==> config.mk <==
export PLATFORM = sky130hd
export DESIGN_NAME = decoder_rr_arbiter
export DESIGN_NICKNAME = d
export VERILOG_FILES = /design/src/rtl/decoder_rr_arbiter.sv
export SDC_FILE = /design/constraint.sdc
export NUM_CORES = 1
export LEC_CHECK = 0
export CORE_AREA = 2 2 69 71
export CTS_CLUSTER_DIAMETER = 40
export DETAILED_ROUTE_END_ITERATION = 10
export DIE_AREA = 0 0 71 73
export PLACE_DENSITY = 0.8
export SKIP_LAST_GASP = 1
export SLEW_MARGIN = 20
export SYNTH_ARGS = -nofsm -noshare
export SYNTH_HDL_FRONTEND = slang
export SYNTH_SLANG_ARGS = --single-unit
==> constraint.sdc <==
create_clock -name clk -period 9.7 [get_ports clk]
set_input_delay 1.94 -clock clk [delete_from_list [all_inputs] [get_ports clk]]
set_output_delay 1.94 -clock clk [all_outputs]
set_load 0.1 [all_outputs]
==> src/rtl/decoder_rr_arbiter.sv <==
// decoder_rr_arbiter: 8-way round-robin arbiter driving a 3:8 decoder select/enable,
// with a hold timeout that revokes long grants and locks the offender out until it drops req.
module decoder_rr_arbiter #(
    parameter int MAX_HOLD = 16,
    parameter int CNT_W    = 5
) (
    input  logic       clk,
    input  logic       rst_n,
    input  logic [7:0] req,
    output logic [7:0] gnt,
    output logic [2:0] gnt_idx,
    output logic       gnt_valid,
    output logic       timeout,
    output logic [7:0] lock_mask
);
    typedef enum logic {IDLE, GRANT} state_t;
    state_t state, state_nxt;
    logic [2:0] ptr, ptr_nxt, idx_nxt, win;
    logic valid_nxt, to_nxt, found;
    logic [7:0] elig, lock_nxt;
    logic [CNT_W-1:0] hold_cnt, cnt_nxt;
    assign elig = req & ~lock_mask;
    always_comb begin
        win = ptr;
        found = 1'b0;
        for (int k = 0; k < 8; k++)
            if (!found && elig[ptr + 3'(k)]) begin
                win = ptr + 3'(k);
                found = 1'b1;
            end
    end
    always_ff @(posedge clk or negedge rst_n)
        if (!rst_n) begin
            state     <= IDLE;
            ptr       <= '0;
            gnt_idx   <= '0;
            gnt_valid <= 1'b0;
            timeout   <= 1'b0;
            lock_mask <= '0;
            hold_cnt  <= '0;
        end else begin
            state     <= state_nxt;
            ptr       <= ptr_nxt;
            gnt_idx   <= idx_nxt;
            gnt_valid <= valid_nxt;
            timeout   <= to_nxt;
            lock_mask <= lock_nxt;
            hold_cnt  <= cnt_nxt;
        end
    // Locks clear on any edge where the requester has let go; set only on a timeout.
    always_comb begin
        state_nxt = state;
        ptr_nxt   = ptr;
        idx_nxt   = gnt_idx;
        valid_nxt = gnt_valid;
        to_nxt    = 1'b0;
        cnt_nxt   = hold_cnt;
        lock_nxt  = lock_mask & req;
        if (state == IDLE) begin
            if (found) begin
                idx_nxt   = win;
                valid_nxt = 1'b1;
                cnt_nxt   = CNT_W'(1);
                ptr_nxt   = win + 3'd1;
                state_nxt = GRANT;
            end
        end else if (!req[gnt_idx]) begin
            valid_nxt = 1'b0;
            state_nxt = IDLE;
        end else if (MAX_HOLD != 0 && hold_cnt == CNT_W'(MAX_HOLD)) begin
            valid_nxt = 1'b0;
            to_nxt    = 1'b1;
            lock_nxt  = lock_nxt | (8'd1 << gnt_idx);
            state_nxt = IDLE;
        end else
            cnt_nxt = (hold_cnt == '1) ? hold_cnt : hold_cnt + CNT_W'(1);
    end
    always_comb gnt = gnt_valid ? 8'd1 << gnt_idx : 8'd0;
endmodule
==> results of run 1 <==
==> synth_stat cells (all sizes together), types with 3 or more instances <==
master,number
a2111oi,4
a211oi,3
a21oi,6
a22o,3
and2,4
buf,4
clkbuf,7
dfrtp,22
ha,6
inv,8
mux2,6
mux2i,5
mux4,12
nand2,27
nand2b,4
nand3,7
nand3b,4
nor2,24
nor2b,6
nor3,7
nor3b,3
o2111ai,3
o211ai,4
o21ai,13
o22ai,3
o31ai,4
or3b,3
xnor2,3
xor2,3
==> flip-flops by register name (all words and copies together), names as in the netlist <==
| signal | cells |
|---|---|
| gnt_idx | 3 |
| gnt_valid | 1 |
| hold_cnt | 5 |
| lock_mask | 8 |
| ptr | 3 |
| state | 1 |
| timeout | 1 |
==> layout make-up <==
| type | count | area (µm²) | area share (%) |
|---|---|---|---|
| Clock inverter | 1 | 30.0 | 1.18 |
| Sequential cell | 22 | 551 | 21.7 |
| Timing Repair Buffer | 30 | 300 | 11.8 |
| Clock buffer | 3 | 41.3 | 1.63 |
| Multi-Input combinational cell | 193 | 1510 | 59.6 |
| Inverter | 9 | 36.3 | 1.43 |
| Tap cell | 54 | 67.6 | 2.66 |
==> stage by stage <==
step | hold slack, ns | setup WS [ns] | cells
2_1_floorplan | 0.511 | 4.33 | 235
3_3_place_gp | 0.534 | 4.28 | 308
3_5_place_dp | 0.531 | 4.21 | 308
4_1_cts | 0.545 | 4.45 | 312
5_1_grt | 0.581 | 4.26 | 312
6_report | 0.547 | 4.41 | 312
==> cell usage in the layout, fill, tap and decap left out, types with 7 or more instances in the layout <==
master,count
o21ai_0,11
inv_1,7
nand3_1,7
clkdlybuf4s50_1,30
dfrtp_1,22
mux4_2,12
nor2_1,24
nand2_1,27
nor3_1,7
==> layer usage <==
layer / GRT usage (%) / part of all wire [%] / vias to the layer above
met5: 0 / 0 / -
met4: 4.82 / 0.67 / 0
met3: 2.62 / 5.9 / 4
met2: 37.8 / 50 / 70
met1: 29.5 / 44 / 974
li1: - / - / 946
==> critical path: cells and delay by family <==
family                   cells  cell delay [ns]
AND/OR/NAND/NOR              2             0.53
multiplexers                 2             0.55
buffers and inverters        1             0.52
adder cells (fa/ha/maj)      1             0.22
AO/OA/AOI/OAI                5             1.67
==> kinds of logic (layout without fill, tap and decap cells) <==
kind of cell / Yosys count / count (layout) / share of synthesized area [%]
xor+xnor: 6 / 6 / 2.78
flops: 22 / 22 / 25.5
compound gates: 62 / 62 / 22.4
simple gates: 96 / 96 / 22.8
mux: 23 / 23 / 18.5
fa+ha+maj: 6 / 6 / 3.48
buf+inv: 20 / 43 / 4.52
==> worst min-delay path by stage <==
stage	start	end	slack, ns	depth (start not counted)
2_1_floorplan	hold_cnt[3]	hold_cnt[3]	0.51	2
3_3_place_gp	lock_mask[3]	lock_mask[3]	0.53	2
3_5_place_dp	lock_mask[3]	lock_mask[3]	0.53	2
4_1_cts	lock_mask[3]	lock_mask[3]	0.55	2
5_1_grt	lock_mask[2]	lock_mask[2]	0.58	2
6_report	lock_mask[3]	lock_mask[3]	0.55	2
==> flow_summary.ini, run 1 <==
[finish]
area_growth_pct = 17.5
fin_nets = 275
nFillCells = 387
n_antenna_cell = 0
post-route-util_pct = 55.9
drive_above_1_share_pct = 11.2
final_area_um2 = 2540

[synthesis]
syn_area_um2 = 2160
synthCells = 235
ys_warn_count = 0
postSynth.asyncResetShare_pct = 100
synth_edf_count = 0
synth_area_leaders = dfrtp_1, mux4_2, nand2_1
yosys.area.top_type_share_pct = 25.5
synth_nets = 251
synth_seq_area_share_pct = 25.5
yosysUniqueCellTypes = 65
syn_avg_cell_area_um2 = 9.19
synth_top_area_cell = dfrtp_1
ys_seq_elements = 22
ys.flop_type = dfrtp_1

[detailed_routing]
wire_per_inst_um = 17.7
drcViolationCount = 0
first_pass_iters = 4
wl_um = 5520
ant_nets = 0
routed_via_density = 6.39
vias = 1994
first_iter_violations = 220

[worst_hold_path]
min_path_type = reg2reg

[die]
ioPinCount = 31
core_um2 = 4540
chipWidth_um = 71
die_y_um = 73
placementRows = 25
start_util_pct = 47.6
design.die.area_um2 = 5180

[job]
cap_violations = 0

[critical_path]
crit_slowest_cell = a2111oi_0
end_kind = flop
path_cells = clkdlybuf4s50_1 -> or3b_1 -> a2111oi_0 -> o21ai_1 -> a2111oi_2 -> a221oi_1 -> a222oi_1 -> nor2_1 -> ha_1 -> mux2_1 -> mux2_4
cp-endpoint = ptr[2]
crit_type = in2reg
r2r-end = ptr[2]
critPathArrivalTime_ns = 5.44
critPathLaunch = req[2]
worstSetupStartpointType = input pin
crit_fanout = 5
rr_startpoint = ptr[1]
r2r_cells = 10
cp.required_ns = 9.85
rrSetupSlack_ns = 5.15
slowest_delay_ns = 0.56

[place]
port_buffers = 30
dpl.hpwl_um = 4370
place_area_um2 = 2470
finalWeightedCongestion = 0.963

[timing]
finalMaxSlewViolations = 0
hold_viol_final = 0
finalCriticalPeriod_ns = 5.29
max_freq_mhz = 189
setup-tns-final_ns = 0
finalSetupViolations = 0
slew_headroom_pct = 34.5
max_slew.worst_pin.slew_ns = 0.979
fin_skew_ns = 0.00742
rsz0062_at_grt = no
fin_crit_sh_pct = 54.6

[clock_network]
cts_made_buffers = 3
clock_path_buffers = 2
root_buffer = clkbuf_8
htree_levels = 1
cts_sinks = 22
ctsHoldBuffers = 0
insertion_delay_ns = 0.26
ctsResizeCount = 0
cts_setup_buffers = 0
cts_tree = yes
clkTransAtPathRegs_ns = 0.08

[grt]
overflow = 0
track_usage_pct = 21.8
grt_pass1_wl_um = 9140
grt_pass1_vias = 1856
antenna_found_initial = 0
grt_max_degree = 23

[outcome]
status = finished clean
Power of run 1 is not shown: default switching activity piles up to over one toggle a cycle in this logic, so the estimate is an artifact.
==> run 2: changes to the inputs <==
- PLACE_DENSITY: 0.8 -> 0.83
- clock period: 9.7 -> 4.55 ns (I/O delays scaled with it)
==> run 2 against run 1 <==
  * Highest routed layer unchanged
  * Sequential share of layout area is 0.46 points lower
  * Critical path depth stayed put
  * Die area did not move
  * Largest cell class unchanged
  * First-iteration DRC count increased by 3.2%
  * Cell area up 2.2%
==> flow_summary.ini, run 2 (synthesized netlist as in run 1, its figures left out) <==
[outcome]
status = finished clean

[timing]
max_freq_mhz = 239
fin_crit_sh_pct = 92.1
hold_viol_final = 0
finalSetupViolations = 0
max_slew.worst_pin.slew_ns = 0.987
slew_headroom_pct = 34.0
rsz0062_at_grt = no
setup-tns-final_ns = 0
finalCriticalPeriod_ns = 4.19
finalMaxSlewViolations = 0
fin_skew_ns = 0.00374

[clock_network]
root_buffer = clkbuf_8
clkTransAtPathRegs_ns = 0.08
clock_path_buffers = 2
ctsResizeCount = 0
cts_made_buffers = 3
cts_setup_buffers = 0
htree_levels = 1
cts_sinks = 22
ctsHoldBuffers = 0
insertion_delay_ns = 0.27
cts_tree = yes

[die]
die_y_um = 73
ioPinCount = 31
design.die.area_um2 = 5180
chipWidth_um = 71
start_util_pct = 47.6
placementRows = 25
core_um2 = 4540

[critical_path]
crit_type = in2reg
cp.required_ns = 4.71
crit_slowest_cell = a2111oi_0
critPathArrivalTime_ns = 4.35
slowest_delay_ns = 0.58
cp_num_buf_inv = 1
worstSetupStartpointType = input pin
end_kind = flop
path_delay_family = compound AO/OA/AOI/OAI gates
path_cells = clkdlybuf4s50_1 -> or3b_1 -> a2111oi_0 -> o21ai_1 -> a2111oi_2 -> a221oi_1 -> a222oi_1 -> nor2_1 -> ha_1 -> mux2_1 -> mux2_4
crit_fanout = 5

[finish]
area_growth_pct = 20.0
final_cell_mix = clkdlybuf4s50_1, nand2_1, nor2_1
top_regs = lock_mask: 8 flops, hold_cnt: 5 flops
largest_reg_flops = 8
largest-register = lock_mask
drive_above_1_share_pct = 14.3
fin_nets = 283
final_common_cell = clkdlybuf4s50_1
n_antenna_cell = 0
nFillCells = 377

[detailed_routing]
routed_via_density = 6.53
drcViolationCount = 0
wl_um = 5780
ant_nets = 0
first_pass_iters = 4
first_iter_violations = 227
vias = 2088
wire_per_inst_um = 18.1

[grt]
antenna_found_initial = 0
track_usage_pct = 22.8
grt_pass1_wl_um = 9550
grt_max_degree = 23
overflow = 0
grt_pass1_vias = 2015

[place]
finalWeightedCongestion = 0.924
port_buffers = 30
dpl.hpwl_um = 4480

[job]
cap_violations = 0

[worst_hold_path]
min_path_type = reg2reg
## run 2: final cells by class
type / instances / area (µm²) / share of cell area, %
Multi-Input combinational cell: 193 / 1510 / 58.3
Sequential cell: 22 / 551 / 21.2
Timing Repair Buffer: 38 / 355 / 13.7
Tap cell: 54 / 67.6 / 2.61
Clock buffer: 3 / 41.3 / 1.59
Inverter: 9 / 36.3 / 1.40
Clock inverter: 1 / 30.0 / 1.16
## run 2: worst register-to-register path, stage by stage (launching register included)
cell       delay [ns]
dfrtp_1          0.64
clkinv_1         0.20
ha_1             0.29
xnor2_1          0.39
mux4_2           0.68
a2111oi_2        0.38
a221oi_1         0.09
a222oi_1         0.33
nor2_1           0.10
ha_1             0.22
mux2_1           0.29
mux2_4           0.26
## run 2: final timing paths
| path | slack, ns | to | start | cells after the start |
|---|---|---|---|---|
| worst max-delay path | 0.36 | ptr[2] | req[2] | 11 |
| worst max register to register | 0.56 | ptr[2] | ptr[1] | 11 |
| worst min-delay path | 0.56 | lock_mask[0] | lock_mask[0] | 2 |
| min in group asynchronous | 0.59 | hold_cnt[0] | rst_n | 1 |
| max in group asynchronous | 3.61 | gnt_idx[0] | rst_n | 1 |
| worst min register to register | 0.56 | lock_mask[0] | lock_mask[0] | 2 |
## run 2: stage by stage
stage / instances / cell area, µm² / worst slack [ns] / hold WS, ns / util (%)
3_5_place_dp: 316 / 2530 / 0.126 / 0.540 / 55.7
5_1_grt: 320 / 2590 / 0.0616 / 0.589 / 57.2
6_report: 320 / 2590 / 0.361 / 0.560 / 57.2
3_3_place_gp: 316 / 2530 / 0.220 / 0.520 / 55.7
2_1_floorplan: 235 / 2160 / 0.210 / 0.511 / -
4_1_cts: 320 / 2600 / 0.375 / 0.556 / 57.3
## run 2: per-layer routing
layer / vias to the layer above / global-route usage, % / part of all wire [%]
met4: 0 / 7.97 / 2.6
met3: 18 / 1.80 / 6.3
met5: - / 0 / 0
met1: 1026 / 31.4 / 43
met2: 86 / 38.2 / 48
li1: 958 / - / -
Power of run 2 is left out for the same reason.
==> run 3: changes to the inputs <==
- SETUP_SLACK_MARGIN: default -> 0.1
- TNS_END_PERCENT: default -> 50
==> run 3 against run 2 <==
  * Die area unchanged
  * Setup slack better by 0.053 ns
  * Critical endpoint unchanged
  * Final cell count stayed put
==> flow_summary.ini, run 3 (synthesized netlist as in run 1, its figures left out) <==
[timing]
fin_skew_ns = 0.00391
hold_viol_final = 0
finalMaxSlewViolations = 0
finalCriticalPeriod_ns = 4.14
setup-tns-final_ns = 0
fin_crit_sh_pct = 90.9
max_freq_mhz = 242
finalSetupViolations = 0
max_slew.worst_pin.slew_ns = 0.986
rsz0062_at_grt = no
slew_headroom_pct = 34.1

[clock_network]
insertion_delay_ns = 0.27
ctsResizeCount = 0
htree_levels = 1
clock_path_buffers = 2
cts_setup_buffers = 0
cts_sinks = 22
cts_made_buffers = 3
ctsHoldBuffers = 0
cts_tree = yes
root_buffer = clkbuf_8
clkTransAtPathRegs_ns = 0.08

[critical_path]
crit_fanout = 5
cp.required_ns = 4.71
end_kind = flop
worstSetupStartpointType = input pin
crit_type = in2reg
critPathArrivalTime_ns = 4.30

[detailed_routing]
wire_per_inst_um = 18.0
wl_um = 5750
routed_via_density = 6.55
drcViolationCount = 0
ant_nets = 0
first_iter_violations = 202
vias = 2097
first_pass_iters = 4

[finish]
largest_reg_flops = 8
final_common_cell = clkdlybuf4s50_1
fin_nets = 283
n_antenna_cell = 0
final_cell_mix = clkdlybuf4s50_1, nand2_1, nor2_1
largest-register = lock_mask
post-route-util_pct = 57.3
drive_above_1_share_pct = 14.7
area_growth_pct = 20.3
top_regs = lock_mask: 8 flops, hold_cnt: 5 flops

[die]
ioPinCount = 31
placementRows = 25
design.die.area_um2 = 5180
start_util_pct = 47.6
die_y_um = 73
core_um2 = 4540
chipWidth_um = 71

[outcome]
status = finished clean

[grt]
grt_pass1_wl_um = 9550
overflow = 0
grt_max_degree = 23
antenna_found_initial = 0
grt_pass1_vias = 2015
track_usage_pct = 22.8

[place]
port_buffers = 30
finalWeightedCongestion = 0.924
dpl.hpwl_um = 4480

[worst_hold_path]
min_path_type = reg2reg

[job]
cap_violations = 0
run 3: cell counts in the layout (fill, tap and decap cells not counted):
Identical to the previous run, type by type.
run 3: per-layer routing:
metal / GRT usage (%) / wire [µm]
met4: 7.97 / 138
met5: 0 / 0
met3: 1.80 / 418
met2: 38.2 / 2790
met1: 31.4 / 2400
run 3: cell type report:
| type | instances | area (µm²) |
|---|---|---|
| multi-input combinational | 193 | 1520 |
| fill | 375 | 1940 |
| inverter | 9 | 36.3 |
| tap | 54 | 67.6 |
| sequential | 22 | 551 |
| clock buffer | 3 | 41.3 |
| clock inverter | 1 | 30.0 |
| timing repair buffer | 38 | 355 |
run 3: final timing paths:
path / slack (ns) / startpoint / depth (start not counted) / end
max: 0.41 / req[2] / 11 / ptr[2]
min: 0.56 / lock_mask[0] / 2 / lock_mask[0]
max reg2reg: 0.57 / ptr[1] / 11 / ptr[2]
min reg2reg: 0.56 / lock_mask[0] / 2 / lock_mask[0]
max in group asynchronous: 3.61 / rst_n / 1 / gnt_idx[0]
min in group asynchronous: 0.60 / rst_n / 1 / hold_cnt[0]
run 3: metrics by stage:
stage | instance area, µm² | setup slack [ns] | hold slack (ns) | instances
2_1_floorplan | 2160 | 0.210 | 0.511 | 235
3_3_place_gp | 2530 | 0.220 | 0.520 | 316
3_5_place_dp | 2530 | 0.126 | 0.540 | 316
4_1_cts | 2600 | 0.375 | 0.556 | 320
5_1_grt | 2600 | 0.177 | 0.589 | 320
6_report | 2600 | 0.414 | 0.556 | 320
run 3: critical path, cell delays in order:
cell and delay [ns]:
clkdlybuf4s50_1 0.51, or3b_1 0.43, a2111oi_1 0.54, o21ai_1 0.16, a2111oi_2 0.44, a221oi_1 0.09
a222oi_1 0.33, nor2_1 0.10, ha_1 0.22, mux2_1 0.29, mux2_4 0.26
Power of run 3 is left out for the same reason.
